<file path="src/rtl/multicycle_core_pkg.sv">
// Shared encodings, FSM state codes and decode enums for multicycle_core.
// Optional retired-instruction counter: define MULTICYCLE_CORE_INSTRET_EN.
package multicycle_core_pkg;

    localparam logic [6:0] OPC_OP     = 7'h33;
    localparam logic [6:0] OPC_OP_IMM = 7'h13;
    localparam logic [6:0] OPC_LOAD   = 7'h03;
    localparam logic [6:0] OPC_STORE  = 7'h23;
    localparam logic [6:0] OPC_BRANCH = 7'h63;
    localparam logic [6:0] OPC_JAL    = 7'h6F;

    localparam logic [2:0] F3_ADD_SUB = 3'b000;
    localparam logic [2:0] F3_SLL     = 3'b001;
    localparam logic [2:0] F3_SLT     = 3'b010;
    localparam logic [2:0] F3_XOR     = 3'b100;
    localparam logic [2:0] F3_SRL     = 3'b101;
    localparam logic [2:0] F3_OR      = 3'b110;
    localparam logic [2:0] F3_AND     = 3'b111;
    localparam logic [2:0] F3_WORD    = 3'b010;
    localparam logic [2:0] F3_BEQ     = 3'b000;
    localparam logic [2:0] F3_BNE     = 3'b001;

    localparam logic [6:0] F7_BASE = 7'h00;
    localparam logic [6:0] F7_ALT  = 7'h20;

    typedef logic [2:0] state_t;
    localparam state_t ST_FETCH  = 3'd0;
    localparam state_t ST_DECODE = 3'd1;
    localparam state_t ST_EXEC   = 3'd2;
    localparam state_t ST_MEM    = 3'd3;
    localparam state_t ST_WB     = 3'd4;
    localparam state_t ST_HALT   = 3'd5;

    typedef enum logic [2:0] {
        ALU_ADD, ALU_SUB, ALU_AND, ALU_OR, ALU_XOR, ALU_SLT, ALU_SLL, ALU_SRL
    } alu_op_t;

    typedef enum logic [2:0] {IMM_NONE, IMM_I, IMM_S, IMM_B, IMM_J} imm_type_t;

    typedef enum logic [2:0] {
        CLS_ALU, CLS_LOAD, CLS_STORE, CLS_BRANCH, CLS_JAL, CLS_ILLEGAL
    } inst_class_t;

    // Sign-extended 32-bit immediate; the core widens it to XLEN.
    function automatic logic [31:0] gen_imm(input logic [31:0] ir, input imm_type_t t);
        case (t)
            IMM_I:   return {{20{ir[31]}}, ir[31:20]};
            IMM_S:   return {{20{ir[31]}}, ir[31:25], ir[11:7]};
            IMM_B:   return {{19{ir[31]}}, ir[31], ir[7], ir[30:25], ir[11:8], 1'b0};
            IMM_J:   return {{11{ir[31]}}, ir[31], ir[19:12], ir[20], ir[30:21], 1'b0};
            default: return 32'd0;
        endcase
    endfunction

endpackage

</file>
<file path="src/rtl/multicycle_core_alu.sv">
// Combinational XLEN-wide ALU used for register ops and address generation.
module mc_alu
    import multicycle_core_pkg::*;
#(
    parameter int XLEN = 32
)(
    input  alu_op_t          op,
    input  logic [XLEN-1:0]  a,
    input  logic [XLEN-1:0]  b,
    output logic [XLEN-1:0]  y
);
    localparam int SHW = $clog2(XLEN);

    logic [SHW-1:0] shamt_s;
    assign shamt_s = b[SHW-1:0];

    // Operation select; SLT compares as signed.
    always_comb begin
        y = '0;
        case (op)
            ALU_ADD: y = a + b;
            ALU_SUB: y = a - b;
            ALU_AND: y = a & b;
            ALU_OR:  y = a | b;
            ALU_XOR: y = a ^ b;
            ALU_SLT: y = XLEN'($signed(a) < $signed(b));
            ALU_SLL: y = a << shamt_s;
            ALU_SRL: y = a >> shamt_s;
            default: y = '0;
        endcase
    end
endmodule

</file>
<file path="src/rtl/multicycle_core.sv">
// Multi-cycle RV32I-subset core with one shared memory port.
// Define MULTICYCLE_CORE_INSTRET_EN to add the instret counter and port.
module multicycle_core
    import multicycle_core_pkg::*;
#(
    parameter int              XLEN     = 32,
    parameter int              NREGS    = 32,
    parameter logic [XLEN-1:0] RESET_PC = '0
)(
    input  logic             clk,
    input  logic             rst,
    output logic             mem_req,
    output logic             mem_we,
    output logic [XLEN-1:0]  mem_addr,
    output logic [XLEN-1:0]  mem_wdata,
    input  logic [XLEN-1:0]  mem_rdata,
    input  logic             mem_ready,
    output logic [XLEN-1:0]  pc,
    output logic             halted
`ifdef MULTICYCLE_CORE_INSTRET_EN
    ,
    output logic [31:0]      instret
`endif
);
    localparam int              RW      = $clog2(NREGS);
    localparam logic [5:0]      NREGS_W = 6'(NREGS);
    localparam logic [XLEN-1:0] PC_STEP = XLEN'(4);

    state_t            state_r;
    logic [XLEN-1:0]   pc_r, a_r, b_r, imm_r, alu_out_r, mdr_r;
    logic [31:0]       ir_r;
    logic [XLEN-1:0]   regs_r [NREGS];

    logic [6:0]  opcode_s, f7_s;
    logic [2:0]  f3_s;
    logic [4:0]  rd_s, rs1_s, rs2_s;
    inst_class_t cls_s;
    alu_op_t     alu_op_s;
    imm_type_t   imm_type_s;
    logic        use_rs1_s, use_rs2_s, use_rd_s, bad_reg_s, legal_s, taken_s;
    logic [XLEN-1:0] imm_s, alu_b_s, alu_y_s;

    assign opcode_s = ir_r[6:0];
    assign rd_s     = ir_r[11:7];
    assign f3_s     = ir_r[14:12];
    assign rs1_s    = ir_r[19:15];
    assign rs2_s    = ir_r[24:20];
    assign f7_s     = ir_r[31:25];

    // Instruction class, ALU operation, immediate format and register usage.
    always_comb begin
        cls_s      = CLS_ILLEGAL;
        alu_op_s   = ALU_ADD;
        imm_type_s = IMM_NONE;
        use_rs1_s  = 1'b0;
        use_rs2_s  = 1'b0;
        use_rd_s   = 1'b0;
        case (opcode_s)
            OPC_OP: begin
                use_rs1_s = 1'b1;
                use_rs2_s = 1'b1;
                use_rd_s  = 1'b1;
                if (f7_s == F7_BASE) begin
                    cls_s = CLS_ALU;
                    case (f3_s)
                        F3_ADD_SUB: alu_op_s = ALU_ADD;
                        F3_SLL:     alu_op_s = ALU_SLL;
                        F3_SLT:     alu_op_s = ALU_SLT;
                        F3_XOR:     alu_op_s = ALU_XOR;
                        F3_SRL:     alu_op_s = ALU_SRL;
                        F3_OR:      alu_op_s = ALU_OR;
                        F3_AND:     alu_op_s = ALU_AND;
                        default:    cls_s    = CLS_ILLEGAL;
                    endcase
                end else if (f7_s == F7_ALT && f3_s == F3_ADD_SUB) begin
                    cls_s    = CLS_ALU;
                    alu_op_s = ALU_SUB;
                end else begin
                    cls_s = CLS_ILLEGAL;
                end
            end
            OPC_OP_IMM: begin
                use_rs1_s  = 1'b1;
                use_rd_s   = 1'b1;
                imm_type_s = IMM_I;
                cls_s      = CLS_ALU;
                case (f3_s)
                    F3_ADD_SUB: alu_op_s = ALU_ADD;
                    F3_SLT:     alu_op_s = ALU_SLT;
                    F3_XOR:     alu_op_s = ALU_XOR;
                    F3_OR:      alu_op_s = ALU_OR;
                    F3_AND:     alu_op_s = ALU_AND;
                    default:    cls_s    = CLS_ILLEGAL;
                endcase
            end
            OPC_LOAD: begin
                use_rs1_s  = 1'b1;
                use_rd_s   = 1'b1;
                imm_type_s = IMM_I;
                cls_s      = (f3_s == F3_WORD) ? CLS_LOAD : CLS_ILLEGAL;
            end
            OPC_STORE: begin
                use_rs1_s  = 1'b1;
                use_rs2_s  = 1'b1;
                imm_type_s = IMM_S;
                cls_s      = (f3_s == F3_WORD) ? CLS_STORE : CLS_ILLEGAL;
            end
            OPC_BRANCH: begin
                use_rs1_s  = 1'b1;
                use_rs2_s  = 1'b1;
                imm_type_s = IMM_B;
                cls_s      = (f3_s == F3_BEQ || f3_s == F3_BNE) ? CLS_BRANCH : CLS_ILLEGAL;
            end
            OPC_JAL: begin
                use_rd_s   = 1'b1;
                imm_type_s = IMM_J;
                cls_s      = CLS_JAL;
            end
            default: cls_s = CLS_ILLEGAL;
        endcase
    end

    assign bad_reg_s = (use_rs1_s && ({1'b0, rs1_s} >= NREGS_W)) ||
                       (use_rs2_s && ({1'b0, rs2_s} >= NREGS_W)) ||
                       (use_rd_s  && ({1'b0, rd_s}  >= NREGS_W));
    assign legal_s   = (cls_s != CLS_ILLEGAL) && !bad_reg_s;
    assign imm_s     = XLEN'($signed(gen_imm(ir_r, imm_type_s)));
    assign alu_b_s   = (opcode_s == OPC_OP) ? b_r : imm_r;
    assign taken_s   = (a_r == b_r) ^ (f3_s == F3_BNE);

    mc_alu #(.XLEN(XLEN)) u_alu (
        .op (alu_op_s),
        .a  (a_r),
        .b  (alu_b_s),
        .y  (alu_y_s)
    );

    // Sequencer and architectural state; x0 is never written so it reads zero.
    always_ff @(posedge clk or posedge rst) begin
        if (rst) begin
            state_r   <= ST_FETCH;
            pc_r      <= RESET_PC;
            ir_r      <= 32'd0;
            a_r       <= '0;
            b_r       <= '0;
            imm_r     <= '0;
            alu_out_r <= '0;
            mdr_r     <= '0;
            for (int i = 0; i < NREGS; i++) regs_r[i] <= '0;
        end else begin
            case (state_r)
                ST_FETCH: begin
                    if (mem_ready) begin
                        ir_r    <= mem_rdata[31:0];
                        state_r <= ST_DECODE;
                    end
                end
                ST_DECODE: begin
                    if (legal_s) begin
                        a_r     <= regs_r[rs1_s[RW-1:0]];
                        b_r     <= regs_r[rs2_s[RW-1:0]];
                        imm_r   <= imm_s;
                        state_r <= ST_EXEC;
                    end else begin
                        state_r <= ST_HALT;
                    end
                end
                ST_EXEC: begin
                    case (cls_s)
                        CLS_ALU: begin
                            alu_out_r <= alu_y_s;
                            state_r   <= ST_WB;
                        end
                        CLS_LOAD, CLS_STORE: begin
                            alu_out_r <= alu_y_s;
                            state_r   <= ST_MEM;
                        end
                        CLS_BRANCH: begin
                            pc_r    <= taken_s ? pc_r + imm_r : pc_r + PC_STEP;
                            state_r <= ST_FETCH;
                        end
                        CLS_JAL: begin
                            alu_out_r <= pc_r + PC_STEP;
                            pc_r      <= pc_r + imm_r;
                            state_r   <= ST_WB;
                        end
                        default: state_r <= ST_HALT;
                    endcase
                end
                ST_MEM: begin
                    if (mem_ready) begin
                        if (cls_s == CLS_LOAD) begin
                            mdr_r   <= mem_rdata;
                            state_r <= ST_WB;
                        end else begin
                            pc_r    <= pc_r + PC_STEP;
                            state_r <= ST_FETCH;
                        end
                    end
                end
                ST_WB: begin
                    if (rd_s != 5'd0) begin
                        regs_r[rd_s[RW-1:0]] <= (cls_s == CLS_LOAD) ? mdr_r : alu_out_r;
                    end
                    if (cls_s != CLS_JAL) begin
                        pc_r <= pc_r + PC_STEP;
                    end
                    state_r <= ST_FETCH;
                end
                ST_HALT: state_r <= ST_HALT;
                default: state_r <= ST_HALT;
            endcase
        end
    end

    // Bus drive; rst gates the request so an abandoned access drops immediately.
    always_comb begin
        mem_req   = 1'b0;
        mem_we    = 1'b0;
        mem_addr  = pc_r;
        mem_wdata = b_r;
        if (rst) begin
            mem_req = 1'b0;
            mem_we  = 1'b0;
        end else if (state_r == ST_FETCH) begin
            mem_req = 1'b1;
        end else if (state_r == ST_MEM) begin
            mem_req  = 1'b1;
            mem_we   = (cls_s == CLS_STORE);
            mem_addr = alu_out_r;
        end else begin
            mem_req = 1'b0;
        end
    end

    assign pc     = pc_r;
    assign halted = (state_r == ST_HALT);

`ifdef MULTICYCLE_CORE_INSTRET_EN
    logic [31:0] instret_r;
    logic        retire_s;

    assign retire_s = (state_r == ST_EXEC && cls_s == CLS_BRANCH) ||
                      (state_r == ST_MEM && mem_ready && cls_s == CLS_STORE) ||
                      (state_r == ST_WB);

    // Counts completed instructions; wraps naturally at 2^32.
    always_ff @(posedge clk or posedge rst) begin
        if (rst) begin
            instret_r <= 32'd0;
        end else if (retire_s) begin
            instret_r <= instret_r + 32'd1;
        end
    end

    assign instret = instret_r;
`endif

endmodule

</file>
<file path="config.mk">
export PLATFORM = sky130hd
export DESIGN_NAME = multicycle_core
export DESIGN_NICKNAME = d
export VERILOG_FILES = /design/src/rtl/multicycle_core_pkg.sv /design/src/rtl/multicycle_core_alu.sv /design/src/rtl/multicycle_core.sv
export SDC_FILE = /design/constraint.sdc
export NUM_CORES = 2
export LEC_CHECK = 0
export ABC_AREA = 1
export ABC_CLOCK_PERIOD_IN_PS = 50300
export CORE_MARGIN = 1.5
export CORE_UTILIZATION = 43
export CTS_BUF_LIST = sky130_fd_sc_hd__clkbuf_4
export DETAILED_ROUTE_END_ITERATION = 7
export HOLD_SLACK_MARGIN = 0.06
export PLACE_DENSITY = 0.69
export SLEW_MARGIN = 20
export SYNTH_ARGS = -nofsm -noshare
export SYNTH_HDL_FRONTEND = slang
export SYNTH_SLANG_ARGS = --single-unit
</file>
<file path="constraint.sdc">
create_clock -name clk -period 50.3 [get_ports clk]
set_input_delay 5.03 -clock clk [delete_from_list [all_inputs] [get_ports clk]]
set_output_delay 5.03 -clock clk [all_outputs]
set_load 0.02 [all_outputs]
</file>
---- Word-level counts from Yosys, hierarchy flattened ----
Index checks and enable logic that the tools add are counted.
cells by class
  shifts and indexed selects .............. 2
  magnitude comparators ................... 5
  reductions and logical operators ........ 24
  $add $sub $neg .......................... 4
  divide/modulo/power cells ............... 0
  $mul .................................... 0
  muxes and demuxes ....................... 49
  bitwise logic cells ..................... 7
  equal/unequal tests ..................... 41
operators by type and width
  cell                                            number
  bitwise mux 1024 bit                            1
  two-way mux 32 bit                              14
  binary-select mux 32 bit (select 5 bit)         2
  case mux 32 bit (8 select lines)                1
  demux 32 bit (select 5 bit)                     1
  case mux 32 bit (2 select lines)                2
  case mux 32 bit (4 select lines)                1
  case mux 32 bit (3 select lines)                1
  adder 32 bit                                    2
  == test 3 bit (second input constant)           12
  two-way mux 3 bit                               12
  case mux 3 bit (6 select lines)                 2
  adder 32 x 3 -> 32 bit (second input constant)  1
  bitwise AND 32 bit                              1
  == test 32 bit                                  1
  < comparator 32 bit                             1
  OR 32 bit                                       1
  left shift 32 x 5 -> 32 bit                     1
  >> shifter 32 x 5 -> 32 bit                     1
  subtractor 32 bit                               1
  XOR 32 bit                                      1
  == test 3 x 2 -> 1 bit (second input constant)  9
  case mux 3 bit (4 select lines)                 2
  == test 7 x 6 -> 1 bit (second input constant)  3
  28 further kinds                                58
storage, ports and cells
  memory bits (read-only) ................. 0
  input bits .............................. 35
  bits in latches ......................... 0
  output and inout bits ................... 99
  memory bits (writable) .................. 0
  memories ................................ 0
  register bits after elaboration ......... 1251

---- Longest topological paths before layout ----
  depth after elaboration ................. 9
  depth in mapped cells ................... 28
  gate-level depth less buffers ........... 26

---- Cells and area by module ----
Synthesis repeated with hierarchy kept, for this count alone.
unflattened totals
  cell total of the unflattened synthesis .. 10995
  area total of the unflattened synthesis .. 77459.3 um2
modules (own cells, without submodules)
  module           sequential area each (um2)  instances  area an instance (um2)  cells an instance
  multicycle_core  31029.8                     1          67786.3                 8995
  mc_alu           0.0                         1          9673.0                  2000

---- Worst setup path after synthesis ----
OpenSTA, ideal clock, no wires.
  kind .................................... input-to-output
  start point ............................. input port rst
  end point ............................... output port mem_addr[0]
  stages on the path ...................... 5
  arrival ................................. 32889 ps
  required time ........................... 45270 ps
  setup slack ............................. 12381 ps
  cell sequence ........................... inv_1 -> nand2_1 -> clkbuf_1 -> clkbuf_1 -> o21ai_0
on the way
  word-level cells in the longest chain between the ends .. 1
ends and longest elaborated chain
  what                line                    text
  start, declared     multicycle_core.sv:11   input logic rst,
  two-way mux 32 bit  multicycle_core.sv:222  if (rst) begin
  end, declared       multicycle_core.sv:14   output logic [XLEN-1:0] mem_addr,
Every way passes these cells.

---- Final worst setup path ----
  start point ............................. input port rst
  end point ............................... output port mem_addr[20]
The elaborated chain is that of the path after synthesis.

==> impl_metrics.ini <==
[status]
status = finished, final reports clean

[yosys]
synth_simple_gate_area_share_pct = 17.5
synth_top_family_by_area = compound AO/OA/AOI/OAI gates
ys_async_sr_fraction_pct = 100
ys.warnings.count = 0
synthAdderAreaFrac_pct = 2.06
synth_cell_type_count = 57
synth.top_cells.by_area = dfrtp_1 (41%), o21ai_0 (11%), nand2_1 (10%)
synth_xor_area_share_pct = 0.739
muxShareOfSynthArea_pct = 0.0132
synth_nets = 10800
synth_top_area_share_pct = 40.9
syn_area_um2 = 75900
ys_seq_area_share_pct = 40.9
ys_ff_latch = 1240
synth_top_area_cell = dfrtp_1
syn-instance-count = 10700
synth_edf_count = 0
ys.flop_type = dfrtp_1
syn_area_per_cell_um2 = 7.11
synth_compound_area_share_pct = 29.7

[drt]
routed_via_density = 6.11
post_drt_wl_per_cell_um = 24.6
drc = 0
drt-total-wl_um = 319000
firstDrtPassIters = 7
vias = 79200
detail-route-antenna-nets = 0
drt_iter0_drc = 11200

[layout]
fin_nets = 10600
fillCellCount = 17600
layout_common_cells = nand2_1 (2,062), o21ai_0 (1,716), dfrtp_1 (1,230)
drive_gt1_share_pct = 7.96
final-seq-area_um2 = 31100
multiInputGateArea_um2 = 38300
syn_to_final_growth_pct = 8.34
final_common_cell = nand2_1
final_cell_area_um2 = 82200

[timing]
worstMarginPinSlew_ns = 1.22
min_period_ns = 13.22
fmax_mhz = 75.7
setup-tns-final_ns = 0
maxSlewHeadroom_pct = 18.5
grt_setup_unrepaired = no
hold_violations = 0
fin_skew_ns = 0.143
setup_viol = 0
whs_ns = 0.387
maxSlewViolCount = 0
min_period_over_period_pct = 26.3

[worst_setup_path]
cp-end-kind = primary output
cp_max_fo = 110
required_ns = 45.27
crit_arrival_ns = 8.19
rrSetupSlack_ns = 44.68
worstSetupPathType = primary input to primary output
worstSetupStartpointType = primary input

[clock_tree]
root_buffer = clkbuf_4
cts-resized-gates = 0
htreeDepth = 5
ctsHoldBuffers = 0
insertion_delay_ns = 1.40
clock-sinks = 1240
cts_made_buffers = 355
cts_buffer_depth = 4
cts.clk_slew.worst_paths_ns = 0.05
postCtsSetupRepairBufs = 0
cts_tree = built

[hold_path]
hp-class = flip-flop to flip-flop

[global_route]
grt_util_all_layers_pct = 34.5
antenna_found_initial = 11
grt_max_degree = 218
overflow = 0
grt_pass1_wl_um = 470000
grt_pass1_vias = 73700

[flow_run]
cap_violations = 0

[floorplan]
initial_core_util_pct = 43.5
ios = 134
core.rowCount = 153
fp.dieW_um = 423
dieArea_um2 = 179000
die-height_um = 423
core_um2 = 175000

[power]
ir_drop_mv = 0.0413
power_density_nw_per_um2 = 53.9
power.leakage_nw = 35.0

[placed_design]
place.gp.congestion = 1.02
port_buffers = 133
dpl_cell_area_um2 = 77900
hpwlAfterDp_um = 198000
==> cell type report <==
type                       count  area share, %
antenna                        7         0.0213
clock buffer                 522           4.77
clock inverter                72          0.457
inverter                     818           3.79
multi-input combinational   7709           46.6
sequential                  1240           37.8
tap                         2325           3.54
timing repair buffer         278           3.08
==> critical path: stages <==
cell	delay [ns]
clkdlybuf4s50_1	0.51
inv_8	0.57
nand2_2	0.77
o21ai_0	0.52
clkdlybuf4s50_1	0.67
==> state kept, by name (all words and copies together), names as in the netlist <==
name,cells
regs_r,1024
a_r,32
alu_out_r,32
ir_r,32
mdr_r,32
mem_wdata,32
pc,32
imm_r,21
state_r,3
==> metrics by stage <==
step / util, % / instances / worst slack, ns / power, mW
2_1_floorplan: - / 10700 / 10.31 / 2.67
3_3_place_gp: 44.6 / 12400 / 37.15 / 3.39
3_5_place_dp: 44.6 / 12400 / 37.11 / 3.42
4_1_cts: 47.1 / 13000 / 37.10 / 4.36
5_1_grt: 47.1 / 13000 / 36.83 / 4.68
6_report: 47.1 / 13000 / 37.08 / 4.43
==> power breakdown <==
| group | switching (mW) | internal [mW] |
|---|---|---|
| sequential | 0.170 | 1.10 |
| combinational | 1.59 | 0.631 |
| clock | 0.451 | 0.486 |
| total | 2.21 | 2.22 |
==> routing by layer <==
layer | GRT usage, % | routed length [µm] | vias up
met4 | 18.8 | 18500 | 6
met5 | 0 | 47 | -
met3 | 8.26 | 35700 | 1056
met2 | 53.2 | 141000 | 4994
met1 | 44.6 | 124000 | 37300
li1 | - | - | 35800
==> cell families after synthesis <==
group                    count (synthesis)
AO/OA/AOI/OAI                         4253
AND/OR/NAND/NOR                       3267
buffers and inverters                 1731
flip-flops                            1240
adder cells (fa/ha/maj)                124
XOR/XNOR                                64
multiplexers                             1
==> cell usage after synthesis, types with 16 or more instances <==
master    count
a21oi_1    1014
buf_1        73
buf_2        77
buf_4        62
clkbuf_1    692
dfrtp_1    1240
ha_1        122
inv_1       792
inv_2        22
nand2_1    2097
nand3_1     465
nand4_1      57
nor2_1      532
nor3_1       50
o211ai_1    391
o21ai_0    1719
o21ai_1    1036
o21ai_2      23
xnor2_1      16
xor2_1       48
==> worst paths after layout <==
| kind | endpoint | start | cells after the start |
|---|---|---|---|
| worst max-delay path | mem_addr[20] | rst | 5 |
| worst min-delay path | regs_r[1013] | regs_r[1013] | 0 |
| worst max register to register | a_r[18] | ir_r[15] | 11 |
| worst min register to register | regs_r[1013] | regs_r[1013] | 0 |
| max in group asynchronous | regs_r[789] | rst | 6 |
| min in group asynchronous | state_r[2] | rst | 2 |
No activity file was read; power rests on OpenSTA's default activity.
